**config.mk**
```make
export PLATFORM = sky130hd
export DESIGN_NAME = input_vc_buffer
export DESIGN_NICKNAME = d
export VERILOG_FILES = /design/src/rtl/input_vc_buffer_pkg.sv /design/src/rtl/vc_fifo.sv /design/src/rtl/input_vc_buffer.sv
export SDC_FILE = /design/constraint.sdc
export NUM_CORES = 1
export LEC_CHECK = 0
export CAP_MARGIN = 20
export CORE_MARGIN = 1.5
export CORE_UTILIZATION = 33
export DETAILED_ROUTE_END_ITERATION = 6
export PLACE_DENSITY = 0.52
export SLEW_MARGIN = 25
export SYNTH_ARGS = -nofsm -noshare
export SYNTH_HDL_FRONTEND = slang
export SYNTH_SLANG_ARGS = --single-unit
```
**constraint.sdc**
```tcl
create_clock -name clk -period 3.05 [get_ports clk]
set_input_delay 0.305 -clock clk [delete_from_list [all_inputs] [get_ports clk]]
set_output_delay 0.305 -clock clk [all_outputs]
set_load 0.1 [all_outputs]
```
**src/rtl/input_vc_buffer_pkg.sv**
```systemverilog
// Shared flit field layout, flit type codes and write-side framing states
// for the router input VC buffer.
package input_vc_buffer_pkg;

    localparam int NUM_VC    = 4;
    localparam int DEPTH     = 4;
    localparam int PTR_W     = 2;
    localparam int FLIT_W    = 32;

    localparam int TYPE_MSB  = 31;
    localparam int TYPE_LSB  = 30;
    localparam int VC_MSB    = 29;
    localparam int VC_LSB    = 28;
    localparam int PAYLOAD_W = 28;

    typedef enum logic [1:0] {
        FLIT_INV  = 2'b00,
        FLIT_HEAD = 2'b01,
        FLIT_BODY = 2'b10,
        FLIT_TAIL = 2'b11
    } flit_type_e;

    typedef enum logic {
        ST_IDLE   = 1'b0,
        ST_IN_PKT = 1'b1
    } frame_state_e;

endpackage

```
**src/rtl/vc_fifo.sv**
```systemverilog
// Single-clock show-ahead FIFO; the front entry is driven combinationally
// and reads as zero while empty so stale storage never leaks out.
module vc_fifo #(
    parameter int DEPTH = 4,
    parameter int PTR_W = 2,
    parameter int W     = 32
) (
    input  logic         clk,
    input  logic         rst_n,
    input  logic         wr_i,
    input  logic [W-1:0] wr_data_i,
    input  logic         rd_i,
    output logic         full_o,
    output logic         empty_o,
    output logic [W-1:0] dout_o
);

    logic [W-1:0]   mem_q [DEPTH];
    logic [PTR_W-1:0] wr_ptr_q, rd_ptr_q;
    logic [PTR_W:0]   count_q;
    logic           wr_fire, rd_fire;

    assign full_o  = (count_q == (PTR_W+1)'(DEPTH));
    assign empty_o = (count_q == '0);
    // Full is sampled before the pop, so a write into a full FIFO is lost
    // even when the same cycle frees a slot.
    assign wr_fire = wr_i && !full_o;
    assign rd_fire = rd_i && !empty_o;
    assign dout_o  = empty_o ? '0 : mem_q[rd_ptr_q];

    always_ff @(posedge clk) begin
        if (wr_fire) begin
            mem_q[wr_ptr_q] <= wr_data_i;
        end
    end

    always_ff @(posedge clk or negedge rst_n) begin
        if (!rst_n) begin
            wr_ptr_q <= '0;
            rd_ptr_q <= '0;
            count_q  <= '0;
        end else begin
            if (wr_fire) wr_ptr_q <= wr_ptr_q + 1'b1;
            if (rd_fire) rd_ptr_q <= rd_ptr_q + 1'b1;
            case ({wr_fire, rd_fire})
                2'b10:   count_q <= count_q + 1'b1;
                2'b01:   count_q <= count_q - 1'b1;
                default: count_q <= count_q;
            endcase
        end
    end

endmodule

```
**src/rtl/input_vc_buffer.sv**
```systemverilog
// Router input buffer: demuxes link flits into per-VC FIFOs, checks packet
// framing per VC, and exposes the selected VC's head flit to the allocator.
module input_vc_buffer
    import input_vc_buffer_pkg::*;
(
    input  logic              clk,
    input  logic              reset,
    input  logic              valid_data,
    input  logic [FLIT_W-1:0] data_in,
    output logic [NUM_VC-1:0] vc_full,
    input  logic              rd,
    input  logic [1:0]        rd_vc,
    output logic [FLIT_W-1:0] dout,
    output logic [NUM_VC-1:0] vc_empty,
    output logic [NUM_VC-1:0] vc_head,
    output logic              overflow_err,
    output logic              proto_err,
    output logic [NUM_VC-1:0] vc_state_dbg_o
);

    flit_type_e        in_type;
    logic [1:0]        in_vc;
    logic              in_valid;
    logic [NUM_VC-1:0] wr_en, rd_en, fifo_full, fifo_empty;
    logic [FLIT_W-1:0] fifo_dout [NUM_VC];
    frame_state_e      state_q [NUM_VC];
    frame_state_e      state_d [NUM_VC];
    logic              proto_hit, drop;
    logic              overflow_err_q, proto_err_q;

    assign in_type  = flit_type_e'(data_in[TYPE_MSB:TYPE_LSB]);
    assign in_vc    = data_in[VC_MSB:VC_LSB];
    assign in_valid = valid_data && (in_type != FLIT_INV);
    assign drop     = in_valid && fifo_full[in_vc];

    // Framing only observes flits that were actually stored.
    always_comb begin
        proto_hit = 1'b0;
        for (int v = 0; v < NUM_VC; v++) begin
            wr_en[v]   = in_valid && (in_vc == 2'(v)) && !fifo_full[v];
            rd_en[v]   = rd && (rd_vc == 2'(v));
            state_d[v] = state_q[v];
            if (wr_en[v]) begin
                case (state_q[v])
                    ST_IDLE: begin
                        if (in_type == FLIT_HEAD) state_d[v] = ST_IN_PKT;
                        else                      proto_hit  = 1'b1;
                    end
                    ST_IN_PKT: begin
                        if (in_type == FLIT_TAIL)      state_d[v] = ST_IDLE;
                        else if (in_type == FLIT_HEAD) proto_hit  = 1'b1;
                    end
                    default: state_d[v] = ST_IDLE;
                endcase
            end
        end
    end

    always_ff @(posedge clk or negedge reset) begin
        if (!reset) begin
            for (int v = 0; v < NUM_VC; v++) state_q[v] <= ST_IDLE;
            overflow_err_q <= 1'b0;
            proto_err_q    <= 1'b0;
        end else begin
            for (int v = 0; v < NUM_VC; v++) state_q[v] <= state_d[v];
            overflow_err_q <= overflow_err_q | drop;
            proto_err_q    <= proto_err_q | proto_hit;
        end
    end

    for (genvar g = 0; g < NUM_VC; g++) begin : g_vc
        vc_fifo #(
            .DEPTH (DEPTH),
            .PTR_W (PTR_W),
            .W     (FLIT_W)
        ) u_fifo (
            .clk       (clk),
            .rst_n     (reset),
            .wr_i      (wr_en[g]),
            .wr_data_i (data_in),
            .rd_i      (rd_en[g]),
            .full_o    (fifo_full[g]),
            .empty_o   (fifo_empty[g]),
            .dout_o    (fifo_dout[g])
        );

        assign vc_head[g] = !fifo_empty[g] &&
                            (fifo_dout[g][TYPE_MSB:TYPE_LSB] == FLIT_HEAD);
        assign vc_state_dbg_o[g] = (state_q[g] == ST_IN_PKT);
    end

    assign vc_full      = fifo_full;
    assign vc_empty     = fifo_empty;
    assign dout         = fifo_dout[rd_vc];
    assign overflow_err = overflow_err_q;
    assign proto_err    = proto_err_q;

endmodule
```
== After elaboration in Yosys (flattened, before gate mapping) ==
Memories as Yosys holds them, arrays and structs flattened.
Index checks and enable logic that the tools add are counted.
Word-level totals
  logic and storage cells: 162
  output and inout port bits: 50
  RAM bits: 512
  input bits: 38
  register bits after elaboration: 34
  memories kept: 4
Memories
  g_vc[0].u_fifo.mem_q: words 4, width 32, read ports 1, clocked after Yosys merged registers in 0, write ports 1, line vc_fifo.sv:18  | logic [W-1:0] mem_q [DEPTH];
  g_vc[1].u_fifo.mem_q: words 4, width 32, read ports 1, clocked after Yosys merged registers in 0, write ports 1, line vc_fifo.sv:18
  g_vc[2].u_fifo.mem_q: words 4, width 32, read ports 1, clocked after Yosys merged registers in 0, write ports 1, line vc_fifo.sv:18
  g_vc[3].u_fifo.mem_q: words 4, width 32, read ports 1, clocked after Yosys merged registers in 0, write ports 1, line vc_fifo.sv:18
Operators by class
  reduce and logical (&&, ||, !) cells: 45
  eq/ne operators: 24
  order comparisons: 2
  muxes and demuxes: 46
  bitwise operators: 7
  add/subtract/negate cells: 16
Operators by type and width (count)
  two-way mux 32 bit: 6
  binary-select mux 32 bit (select 2 bit): 1
  logical AND 1 bit: 26
  two-way mux 1 bit: 26
  one-hot mux 3 bit (2 select lines): 4
  == test 2 x 1 -> 1 bit, second input constant: 11
  == test 2 bit, second input constant: 9
  adder 2 x 1 -> 2 bit, second input constant: 8
  one-hot mux 1 bit (2 select lines): 8
  adder 3 x 1 -> 3 bit, second input constant: 4
  == test 3 bit, second input constant: 4
  zero test 3 bit: 4
  subtractor 3 x 1 -> 3 bit, second input constant: 4
  nonzero test 2 bit: 5
  zero test 1 bit: 8
  zero test 2 bit: 2
  inverter 1 bit: 4
  >= comparator 3 bit, second input constant: 1
  less-than comparator 2 x 3 -> 1 bit, second input constant: 1
  inverter 2 -> 3 bit: 1
  binary-select mux 1 bit (select 2 bit): 1
  OR 1 bit: 2

== Longest topological paths before layout ==
Gate-level depths: netlist of the first run.
  word-level depth: 18
  gate-level depth with buffers: 9
  depth with buffers taken out: 9

== By module ==
A second synthesis of the first run with hierarchy kept.
Second synthesis, totals
  cell total of the unflattened synthesis: 1055
  area total of the unflattened synthesis: 22415.2 um^2
Modules (own cells, without submodules)
  vc_fifo: times used 4, cells each 241, sequential area each 4018.9 um^2, area each 5291.3 um^2
  input_vc_buffer: times used 1, cells each 91, sequential area each 150.1 um^2, area each 1249.9 um^2

== Worst setup path after synthesis of the first run ==
No wires, ideal clock.
  path kind: reg-to-output
  start: register g_vc[2].u_fifo.rd_ptr_q[0]
  end: output port vc_head[2]
  cell stages (with the launch flop): 5
  path buffers: 2
  slack: -0.629 ns
  data required time: 2.745 ns
  arrival: 3.374 ns
  cell sequence: dfrtp_1 -> buf_4 -> buf_6 -> mux4_2 -> nor3b_1
Between the ends
  word-level cells in the longest chain between the ends: 4
Ends and longest elaborated chain
  from (decl): line vc_fifo.sv:19  | logic [PTR_W-1:0] wr_ptr_q, rd_ptr_q;
  from (signal assigned): line vc_fifo.sv:44  | if (rd_fire) rd_ptr_q <= rd_ptr_q + 1'b1;
  memory (4 x 32 bit)
  two-way mux 32 bit: line vc_fifo.sv:29  | assign dout_o = empty_o ? '0 : mem_q[rd_ptr_q];
  == test 2 x 1 -> 1 bit: line input_vc_buffer.sv:88  | (fifo_dout[g][TYPE_MSB:TYPE_LSB] == FLIT_HEAD);
  logical AND 1 bit: line input_vc_buffer.sv:87  | assign vc_head[g] = !fifo_empty[g] &&
  to (decl): line input_vc_buffer.sv:15  | output logic [NUM_VC-1:0] vc_head,
Every way passes these cells.

== Worst setup path after layout of the first run ==
  start: register g_vc[0].u_fifo.rd_ptr_q[0]
  end: output port dout[24]
Between the ends
  word-level cells in the longest chain between the ends: 5
Ends and longest elaborated chain
  from (decl): line vc_fifo.sv:19
  from (signal assigned): line vc_fifo.sv:44
  memory (4 x 32 bit)
  two-way mux 32 bit: line vc_fifo.sv:29
  binary-select mux 32 bit (select 2 bit): line input_vc_buffer.sv:94  | assign dout = fifo_dout[rd_vc];
  two-way mux 32 bit (implied by the code) (2 in a row): line input_vc_buffer.sv:94
  to (decl): line input_vc_buffer.sv:13  | output logic [FLIT_W-1:0] dout,
Every way passes these cells. The select of a mux whose other input is x is not followed.

==> flow_metrics.env, run 1 <==
export IMPL_status="finished clean"
export IMPL_setup_viol=0
export IMPL_drt_pass1_iter_count=5
export IMPL_via_count=10300
export IMPL_synthArstFlopShare_pct=6.23
export IMPL_fp_dieH_um=258
export IMPL_clk_path_buf_depth=3
export IMPL_design_area_mm2=0.0261
export IMPL_syn_avg_cell_area_um2=21.7
export IMPL_nFillCells=5639
export IMPL_layout_min_cycle_time_ns=2.91
export IMPL_grt_max_degree=35
export IMPL_worst_slew_pin_slew_ns=0.899
export IMPL_place_hpwl_mm=29.5
export IMPL_antennaDiodeCount=0
export IMPL_synth_ff_type="edfxtp_1"
export IMPL_relSlewSlack_pct=40.0
export IMPL_path_max_fanout=15
export IMPL_synthCells=988
export IMPL_drc=0
export IMPL_powerDensity_mw_per_mm2=956
export IMPL_core_mm2=0.0643
export IMPL_r2r_cells=10
export IMPL_max_freq_mhz=343
export IMPL_rrSetupSlack_ns=0.78
export IMPL_grt_busiest_layer="met2"
export IMPL_area_growth_pct=21.8
export IMPL_endpoint="dout[24]"
export IMPL_syn_nets=1050
export IMPL_grt_use_met2_pct=25.4
export IMPL_fin_crit_sh_pct=95.5
export IMPL_portBuffers=87
export IMPL_start_kind="register"
export IMPL_die_w_um=258
export IMPL_setup_tns_ns=0
export IMPL_htreeDepth=2
export IMPL_routabilityCongestion=0.753
export IMPL_cap_viol_max_count=0
export IMPL_ant_nets=0
export IMPL_hp_class="in2async"
export IMPL_antenna_found_initial=1
export IMPL_root_buffer="clkbuf_16"
export IMPL_cts_made_buffers=58
export IMPL_synth_cell_type_count=43
export IMPL_ys_seq_elements=546
export IMPL_yosysWarnings=0
export IMPL_reg2reg_to="g_vc[1].u_fifo.count_q[2]"
export IMPL_drive_above_1_share_pct=29.7
export IMPL_hold_viol=0
export IMPL_use_met3_pct=2.78
export IMPL_routed_via_density=5.00
export IMPL_tritoncts="built"
export IMPL_arrival_ns=2.61
export IMPL_grt_pass1_wl_mm=74.7
export IMPL_p_leak_uw=0.00867
export IMPL_grt_setup_unrepaired="no"
export IMPL_clkTransAtPathRegs_ns=0.06
export IMPL_r2r_start="g_vc[1].u_fifo.count_q[0]"
export IMPL_met1_usage_pct=21.4
export IMPL_critPathCaptureType="output pin"
export IMPL_ys_seq_area_share_pct=75.6
export IMPL_insertion_delay_ns=0.61
export IMPL_criticalPathCategory="reg2out"
export IMPL_drt_iter0_markers=777
export IMPL_rows=93
export IMPL_skew_ns=0.0180
export IMPL_drv_slew=0
export IMPL_ios=88
export IMPL_gr_total_overflow=0
export IMPL_wl_mm=50.8
export IMPL_cts_sinks=546
export IMPL_grt_total_usage_pct=15.5
export IMPL_die_area_mm2=0.0666
export IMPL_power_uw=25000
export IMPL_grt_pass1_vias=10800
export IMPL_synth_edf_count=512
export IMPL_netlist_area_mm2=0.0215
export IMPL_wl_per_cell_um=24.8
export IMPL_critPathLaunch="g_vc[0].u_fifo.rd_ptr_q[0]"
export IMPL_place_area_mm2=0.0242
export IMPL_start_util_pct=33.4
export IMPL_ir_worst_vdd_v=0.000813
export IMPL_fin_nets=1208
export IMPL_crit_required_ns=2.74
export IMPL_postCtsSetupRepairBufs=0
==> worst max-delay path: stages (launching register included) <==
cell,delay (ns)
dfrtp_2,0.45
buf_4,0.38
mux4_2,0.56
a22oi_1,0.14
nand2_1,0.21
buf_12,0.24
==> through the flow <==
step / setup WS (ns) / utilization (%) / instances / hold slack [ns]
after detailed placement: 0.330 / 37.6 / 1939 / 0.464
after CTS: 0.0613 / 40.6 / 2049 / 0.335
final: 0.136 / 40.6 / 2049 / 0.343
after global placement: 0.347 / 37.6 / 1939 / 0.467
after global routing: 0.00449 / 40.6 / 2049 / 0.396
after floorplan: 0.359 / - / 988 / 0.00941
==> area by class of cell <==
class	instances	area (µm²)	share of cell area, %
clock buffer	71	1520	5.82
timing repair buffer	152	1980	7.56
multi-input combinational	360	4830	18.5
tap	855	1070	4.09
inverter	28	105	0.402
clock inverter	37	409	1.56
sequential	546	16200	62.1
==> routing by layer <==
layer / wire, µm / vias to the layer above
li1: - / 4395
met1: 23100 / 5586
met2: 24900 / 199
met3: 1970 / 69
met4: 892 / 2
met5: 12 / -
==> flip-flops by register name (all words and copies together), names as in the netlist, named ones only <==
| name | cells |
|---|---|
| proto_err | 1 |
| g_vc.u_fifo.mem_q | 512 |
| g_vc.u_fifo.wr_ptr_q | 8 |
| g_vc.u_fifo.count_q | 12 |
| g_vc.u_fifo.rd_ptr_q | 8 |
| overflow_err | 1 |
==> worst min-delay path by stage <==
stage	endpoint	slack, ns
after floorplan	async pin	0.009
after global placement	g_vc[1].u_fifo.count_q[1]	0.47
after detailed placement	async pin	0.46
after CTS	g_vc[1].u_fifo.count_q[1]	0.33
after global routing	g_vc[1].u_fifo.count_q[2]	0.40
final	g_vc[1].u_fifo.count_q[1]	0.34
==> placed cells by master (no fill, tap or decap), types with 16 or more instances in the layout <==
cell / n
edfxtp_1: 512
mux4_2: 112
a22oi_1: 64
clkbuf_16: 59
buf_12: 56
buf_4: 56
nand2_1: 43
clkdlybuf4s50_1: 36
inv_1: 28
dfrtp_1: 26
ha_1: 20
mux4_1: 16
and2_2: 16
==> cell families after synthesis <==
group | Yosys count | synth area share (%)
buffers and inverters | 82 | 2.19
multiplexers | 136 | 14.1
XOR/XNOR | 26 | 1.06
AND/OR/NAND/NOR | 100 | 2.91
AO/OA/AOI/OAI | 74 | 2.59
adder cells (fa/ha/maj) | 24 | 1.54
flip-flops | 546 | 75.6
==> power breakdown <==
group	leakage, µW	switching, µW	total, µW	internal, µW
Combinational	0.00273	5260	8700	3440
Clock	0.000929	2880	7100	4220
Sequential	0.00500	477	9200	8720
==> synthesized netlist by cell type, types with 2 or more instances <==
cell type / instances / area share (%)
a22oi_1: 64 / 2.2
and2_1: 20 / 0.58
buf_1: 2 / 0.035
buf_12: 2 / 0.19
buf_2: 13 / 0.30
buf_4: 15 / 0.52
buf_6: 6 / 0.31
clkbuf_1: 14 / 0.24
dfrtp_1: 34 / 4.0
edfxtp_1: 512 / 72
fa_1: 4 / 0.37
ha_1: 20 / 1.2
inv_1: 28 / 0.49
mux2i_1: 8 / 0.37
mux4_1: 17 / 2.1
mux4_2: 111 / 12
nand2_1: 43 / 0.75
nand3_1: 4 / 0.093
nor2_1: 5 / 0.087
nor3_1: 2 / 0.047
nor3_2: 4 / 0.19
nor3b_1: 4 / 0.14
nor3b_2: 5 / 0.29
nor3b_4: 2 / 0.17
nor4_1: 2 / 0.058
nor4b_1: 2 / 0.082
o21ai_0: 5 / 0.12
xnor2_1: 14 / 0.57
xor2_1: 12 / 0.49
==> repair_timing <==
action                                  in CTS  in global routing
resized for setup                            2                  0
hold endpoints to repair                    34                  0
hold buffers                                 1                  0
endpoints found under the setup margin       1                  0
No activity file was read; power rests on OpenSTA's default activity.
==> run 2: changes to the inputs <==
--- a/config.mk
+++ b/config.mk
@@ -5,11 +5,13 @@
 export SDC_FILE = /design/constraint.sdc
 export NUM_CORES = 1
 export LEC_CHECK = 0
+export ABC_AREA = 1
 export CAP_MARGIN = 20
 export CORE_MARGIN = 1.5
-export CORE_UTILIZATION = 33
+export CORE_UTILIZATION = 56
 export DETAILED_ROUTE_END_ITERATION = 6
-export PLACE_DENSITY = 0.52
+export PLACE_DENSITY = 0.77
+export RECOVER_POWER = 25
 export SLEW_MARGIN = 25
 export SYNTH_ARGS = -nofsm -noshare
 export SYNTH_HDL_FRONTEND = slang
==> run 2 against run 1 <==
  * The flow now finishes with violations (capacitance limit, slew limit)
  * Combinational power up 28%
  * Utilization up 25 points
  * Cell count up 38%
  * Clock skew down 0.0068 ns
  * Via count up 55%
==> flow_metrics.env, run 2 <==
export IMPL_status="complete, but fails checks"
export IMPL_violations="capacitance limit, slew limit"
export IMPL_wl_per_cell_um=20.2
export IMPL_core_mm2=0.0408
export IMPL_arrival_ns=2.63
export IMPL_insertion_delay_ns=0.59
export IMPL_cts_hold_buf=0
export IMPL_via_count=15900
export IMPL_ys_seq_area_share_pct=70.1
export IMPL_relSlewSlack_pct=-34.6
export IMPL_setup_viol=0
export IMPL_postCtsSetupRepairBufs=0
export IMPL_antennaDiodeCount=0
export IMPL_synth_cell_type_count=31
export IMPL_design_area_mm2=0.0270
export IMPL_portBuffers=87
export IMPL_tritoncts="built"
export IMPL_layout_min_cycle_time_ns=2.94
export IMPL_antenna_found_initial=0
export IMPL_met3_length_mm=5.16
export IMPL_die_w_um=206
export IMPL_r2r_start="g_vc[3].u_fifo.count_q[0]"
export IMPL_fin_crit_sh_pct=96.2
export IMPL_ys_seq_elements=546
export IMPL_grt_setup_unrepaired="no"
export IMPL_critPathCaptureType="output pin"
export IMPL_crit_required_ns=2.74
export IMPL_root_buffer="clkbuf_16"
export IMPL_post_cts_resized=0
export IMPL_hp_class="in2reg"
export IMPL_grt_max_degree=67
export IMPL_reg_top3="g_vc.u_fifo.mem_q: 512 flops, g_vc.u_fifo.count_q: 12 flops"
export IMPL_ios=88
export IMPL_gr_total_overflow=0
export IMPL_largest_reg_flops=512
export IMPL_mostFrequentLayoutCell="nand2_1"
export IMPL_fin_nets=2322
export IMPL_cts_sinks=546
export IMPL_area_growth_pct=16.5
export IMPL_clkTransAtPathRegs_ns=0.06
export IMPL_worst_slew_pin_slew_ns=2.02
export IMPL_place_hpwl_mm=31.8
export IMPL_synthArstFlopShare_pct=6.23
export IMPL_skew_ns=0.0112
export IMPL_grt_pass1_wl_mm=88.1
export IMPL_path_max_fanout=28
export IMPL_start_kind="register"
export IMPL_syn_nets=2226
export IMPL_max_freq_mhz=341
export IMPL_synth_edf_count=512
export IMPL_drt_iter0_markers=1759
export IMPL_start_util_pct=56.7
export IMPL_regMostFlops="g_vc.u_fifo.mem_q"
export IMPL_dr_wl_met2_mm=28.2
export IMPL_powerDensity_mw_per_mm2=984
export IMPL_synthCells=2164
export IMPL_synth_ff_type="edfxtp_1"
export IMPL_top_layer_used="met4"
export IMPL_syn_avg_cell_area_um2=10.7
export IMPL_grt_total_usage_pct=27.8
export IMPL_cts_made_buffers=52
export IMPL_synth_top_cells_by_count="1,074 x nand2_1, 512 x edfxtp_1, 126 x inv_1"
export IMPL_met1Wirelength_mm=22.1
export IMPL_setup_tns_ns=0
export IMPL_yosysMostFrequentCell="nand2_1"
export IMPL_criticalPathCategory="reg2out"
export IMPL_routabilityCongestion=0.824
export IMPL_drv_slew=35
export IMPL_hp_start="rd"
export IMPL_netlist_area_mm2=0.0231
export IMPL_hold_viol=0
export IMPL_htreeDepth=2
export IMPL_place_area_mm2=0.0253
export IMPL_grt_pass1_vias=16100
export IMPL_fp_dieH_um=206
export IMPL_rows=74
export IMPL_routed_via_density=5.62
export IMPL_cap_viol_max_count=1
export IMPL_power_uw=26500
export IMPL_critPathLaunch="g_vc[3].u_fifo.rd_ptr_q[0]"
export IMPL_wl_mm=57.3
export IMPL_mostFrequentLayoutCells="1,074 x nand2_1, 512 x edfxtp_1, 124 x inv_1, 62 x o21ai_0, 61 x nor2_1"
export IMPL_drt_pass1_iter_count=5
export IMPL_drive_above_1_share_pct=9.68
export IMPL_synth_area_leaders="edfxtp_1 66%, nand2_1 17%, dfrtp_1 3.7%"
export IMPL_ant_nets=0
export IMPL_die_area_mm2=0.0426
export IMPL_yosys_area_top_type="edfxtp_1"
export IMPL_yosysWarnings=0
export IMPL_p_leak_uw=0.0109
export IMPL_clk_path_buf_depth=3
export IMPL_drc=0
export IMPL_synth_top_area_share_pct=66.4
export IMPL_ir_worst_vdd_v=0.00111
==> run 2: cell type report <==
type / count / area [µm²]
Sequential cell: 546 / 16200
Fill cell: 2813 / 13900
Multi-Input combinational cell: 1383 / 6050
Timing Repair Buffer: 146 / 1820
Clock buffer: 62 / 1370
Tap cell: 532 / 666
Inverter: 131 / 493
Clock inverter: 35 / 328
==> run 2: power breakdown <==
| group | total (µW) | internal, µW | switching [µW] |
|---|---|---|---|
| registers | 8950 | 8700 | 250 |
| clock network | 6450 | 3710 | 2740 |
| logic | 11100 | 3090 | 8040 |
| total | 26500 | 15500 | 11000 |
==> run 2: layer usage <==
layer  vias up  global-route usage, %
met1      7680                   36.6
li1       7282                      -
met4         0                   10.6
met3       155                   3.80
met2       802                   47.3
met5         -                      0
==> run 2: logic make-up (layout without fill, tap and decap cells) <==
group,after synthesis,count (layout),synth area share [%]
AO/OA/AOI/OAI,86,86,1.87
AND/OR/NAND/NOR,1258,1258,21.6
buffers and inverters,235,374,4.43
adder cells (fa/ha/maj),24,24,1.43
flip-flops,546,546,70.1
XOR/XNOR,15,15,0.568
==> run 2: metrics by stage <==
stage,instances,hold slack (ns),utilization (%),setup WS (ns)
after floorplan,2164,0.00941,-,0.320
after global placement,2738,0.460,61.9,0.428
after detailed placement,2738,0.471,61.9,0.429
after CTS,2835,0.162,66.1,0.130
after global routing,2835,0.496,66.0,0.0251
final,2835,0.446,66.0,0.115
==> run 2: worst max-delay path, cell delays in order (launching register included) <==
cell	delay (ns)
dfrtp_2	0.40
inv_2	0.40
buf_4	0.37
nand2_1	0.12
nand2_1	0.10
nand2_1	0.05
nand2_1	0.07
nand2_1	0.05
nand4_1	0.25
buf_12	0.22
==> run 2: path summary, 6_finish.rpt <==
| kind | end | slack (ns) | cells past startpoint |
|---|---|---|---|
| max | dout[16] | 0.11 | 9 |
| min | g_vc[2].u_fifo.rd_ptr_q[1] | 0.45 | 5 |
| max reg2reg | g_vc[3].u_fifo.count_q[2] | 0.75 | 12 |
| min reg2reg | g_vc[3].u_fifo.count_q[0] | 0.48 | 1 |
| max in group asynchronous | g_vc[0].u_fifo.rd_ptr_q[0] | 0.91 | 2 |
| min in group asynchronous | async pin | 0.84 | 2 |
==> run 3: changes to the inputs <==
--- a/config.mk
+++ b/config.mk
@@ -8,9 +8,9 @@
 export ABC_AREA = 1
 export CAP_MARGIN = 20
 export CORE_MARGIN = 1.5
-export CORE_UTILIZATION = 56
+export CORE_UTILIZATION = 35
 export DETAILED_ROUTE_END_ITERATION = 6
-export PLACE_DENSITY = 0.77
+export PLACE_DENSITY = 0.54
 export RECOVER_POWER = 25
 export SLEW_MARGIN = 25
 export SYNTH_ARGS = -nofsm -noshare
==> run 3 against run 2 <==
  * The flow now finishes without violations
  * Final area rose by 1.8%
  * Utilization fell by 24 points
  * Clock-buffer cell count rose by 7
  * Critical path depth fell by 1
  * Non-clock buffer count rose by 5
  * Via count fell by 4.4%
  * Highest routed layer is now met5
==> flow_metrics.env, run 3 (same netlist as run 2, synthesis figures left out) <==
export IMPL_place_area_mm2=0.0257
export IMPL_cts_made_buffers=56
export IMPL_crit_required_ns=2.74
export IMPL_start_kind="register"
export IMPL_whs_ns=0.342
export IMPL_cp_cell_sequence="inv_2 -> buf_4 -> nand2_1 -> nand3_1 -> nand2_1 -> nand2_1 -> nand4_1 -> buf_12"
export IMPL_criticalPathCategory="reg2out"
export IMPL_final_core_util_pct=41.8
export IMPL_critPathMaxStageDelay_ns=0.42
export IMPL_setup_viol=0
export IMPL_gr_total_overflow=0
export IMPL_htreeDepth=2
export IMPL_tritoncts="built"
export IMPL_setup_tns_ns=0
export IMPL_reg_top3="g_vc.u_fifo.mem_q: 512 flops, g_vc.u_fifo.count_q: 12 flops"
export IMPL_ir_worst_vdd_v=0.00104
export IMPL_die_w_um=260
export IMPL_grt_max_degree=67
export IMPL_worst_path_max_delay_cell="inv_2"
export IMPL_status="finished clean"
export IMPL_max_freq_mhz=351
export IMPL_grt_pass1_wl_mm=91.5
export IMPL_area_growth_pct=18.6
export IMPL_fin_nets=2331
export IMPL_drt_pass1_iter_count=5
export IMPL_clk_path_buf_depth=3
export IMPL_drt_iter0_markers=985
export IMPL_insertion_delay_ns=0.61
export IMPL_skew_ns=0.0155
export IMPL_relSlewSlack_pct=16.6
export IMPL_ant_nets=0
export IMPL_drc=0
export IMPL_fp_dieH_um=260
export IMPL_cts_sinks=546
export IMPL_worst_path_most_repeated_cell="nand2_1"
export IMPL_fin_crit_sh_pct=93.5
export IMPL_p_leak_uw=0.0110
export IMPL_mostFrequentLayoutCells="1,074 x nand2_1, 512 x edfxtp_1, 124 x inv_1, 62 x o21ai_0, 61 x nor2_1"
export IMPL_portBuffers=87
export IMPL_critPathCaptureType="output pin"
export IMPL_regMostFlops="g_vc.u_fifo.mem_q"
export IMPL_routed_via_density=4.79
export IMPL_hp_class="in2async"
export IMPL_grt_pass1_vias=15100
export IMPL_worst_slew_pin_slew_ns=1.25
export IMPL_largest_reg_flops=512
export IMPL_cap_viol_max_count=0
export IMPL_arrival_ns=2.55
export IMPL_grt_setup_unrepaired="no"
export IMPL_start_util_pct=35.3
export IMPL_rows=94
export IMPL_antennaDiodeCount=0
export IMPL_ios=88
export IMPL_clkTransAtPathRegs_ns=0.07
export IMPL_wl_mm=59.7
export IMPL_drv_slew=0
export IMPL_wl_per_cell_um=18.8
export IMPL_place_hpwl_mm=35.4
export IMPL_layout_min_cycle_time_ns=2.85
export IMPL_design_area_mm2=0.0275
export IMPL_mostFrequentLayoutCell="nand2_1"
export IMPL_r2r_start="g_vc[2].u_fifo.count_q[1]"
export IMPL_powerDensity_mw_per_mm2=972
export IMPL_drive_above_1_share_pct=10.0
export IMPL_via_count=15200
export IMPL_routabilityCongestion=0.765
export IMPL_path_max_fanout=29
export IMPL_critPathLaunch="g_vc[3].u_fifo.rd_ptr_q[0]"
export IMPL_die_area_mm2=0.0677
export IMPL_core_mm2=0.0656
export IMPL_antenna_found_initial=1
export IMPL_hold_viol=0
export IMPL_root_buffer="clkbuf_16"
export IMPL_postCtsSetupRepairBufs=0
export IMPL_grt_total_usage_pct=18.0
-- run 3: metal layers --
layer | GRT usage [%] | vias up | share of wire (%)
li1 | - | 7287 | -
met1 | 23.4 | 7472 | 44
met2 | 30.6 | 364 | 49
met3 | 3.19 | 89 | 5.0
met4 | 5.12 | 2 | 2.4
met5 | 0 | - | 0.013
-- run 3: worst max-delay path, delay by kind of cell (launching register included) --
family        cells  cell delay (ns)
buf+inv           3             1.01
flops             1             0.40
simple gates      5             0.53
-- run 3: stage by stage --
stage / worst slack [ns] / instances / total power (µW)
final: 0.198 / 3177 / 26700
after global routing: 0.0526 / 3177 / 28100
after CTS: 0.139 / 3177 / 27000
after detailed placement: 0.457 / 3074 / 20300
after global placement: 0.419 / 3074 / 20200
after floorplan: 0.320 / 2164 / 16400
-- run 3: cell type report --
type                    instances  area (µm²)
clock buffers                  69        1510
clock inverters                33         240
fillers                      6217       38200
inverters                     131         493
multi-input cells            1383        6050
flip-flops and latches        546       16200
well taps                     864        1080
repair buffers                151        1850
-- run 3: what timing repair did --
| item | in CTS | in global routing |
|---|---|---|
| endpoints found under the hold margin | 34 | 0 |
| resized for setup | 0 | 0 |
| hold buffers | 1 | 0 |
-- run 3: path summary, 6_finish.rpt --
path	to	slack, ns	depth (start not counted)
min in group clk	g_vc[2].u_fifo.rd_ptr_q[1]	0.44	5
worst max register to register	g_vc[2].u_fifo.count_q[1]	0.80	6
max in group asynchronous	g_vc[3].u_fifo.rd_ptr_q[0]	2.09	2
worst min-delay path	g_vc[0].u_fifo.count_q[0]	0.34	2
worst min register to register	g_vc[1].u_fifo.count_q[0]	0.47	1
worst max-delay path	dout[29]	0.20	8
-- run 3: power breakdown --
| part | internal (µW) | switching [µW] |
|---|---|---|
| logic | 3130 | 8030 |
| clock network | 3750 | 2850 |
| registers | 8700 | 235 |
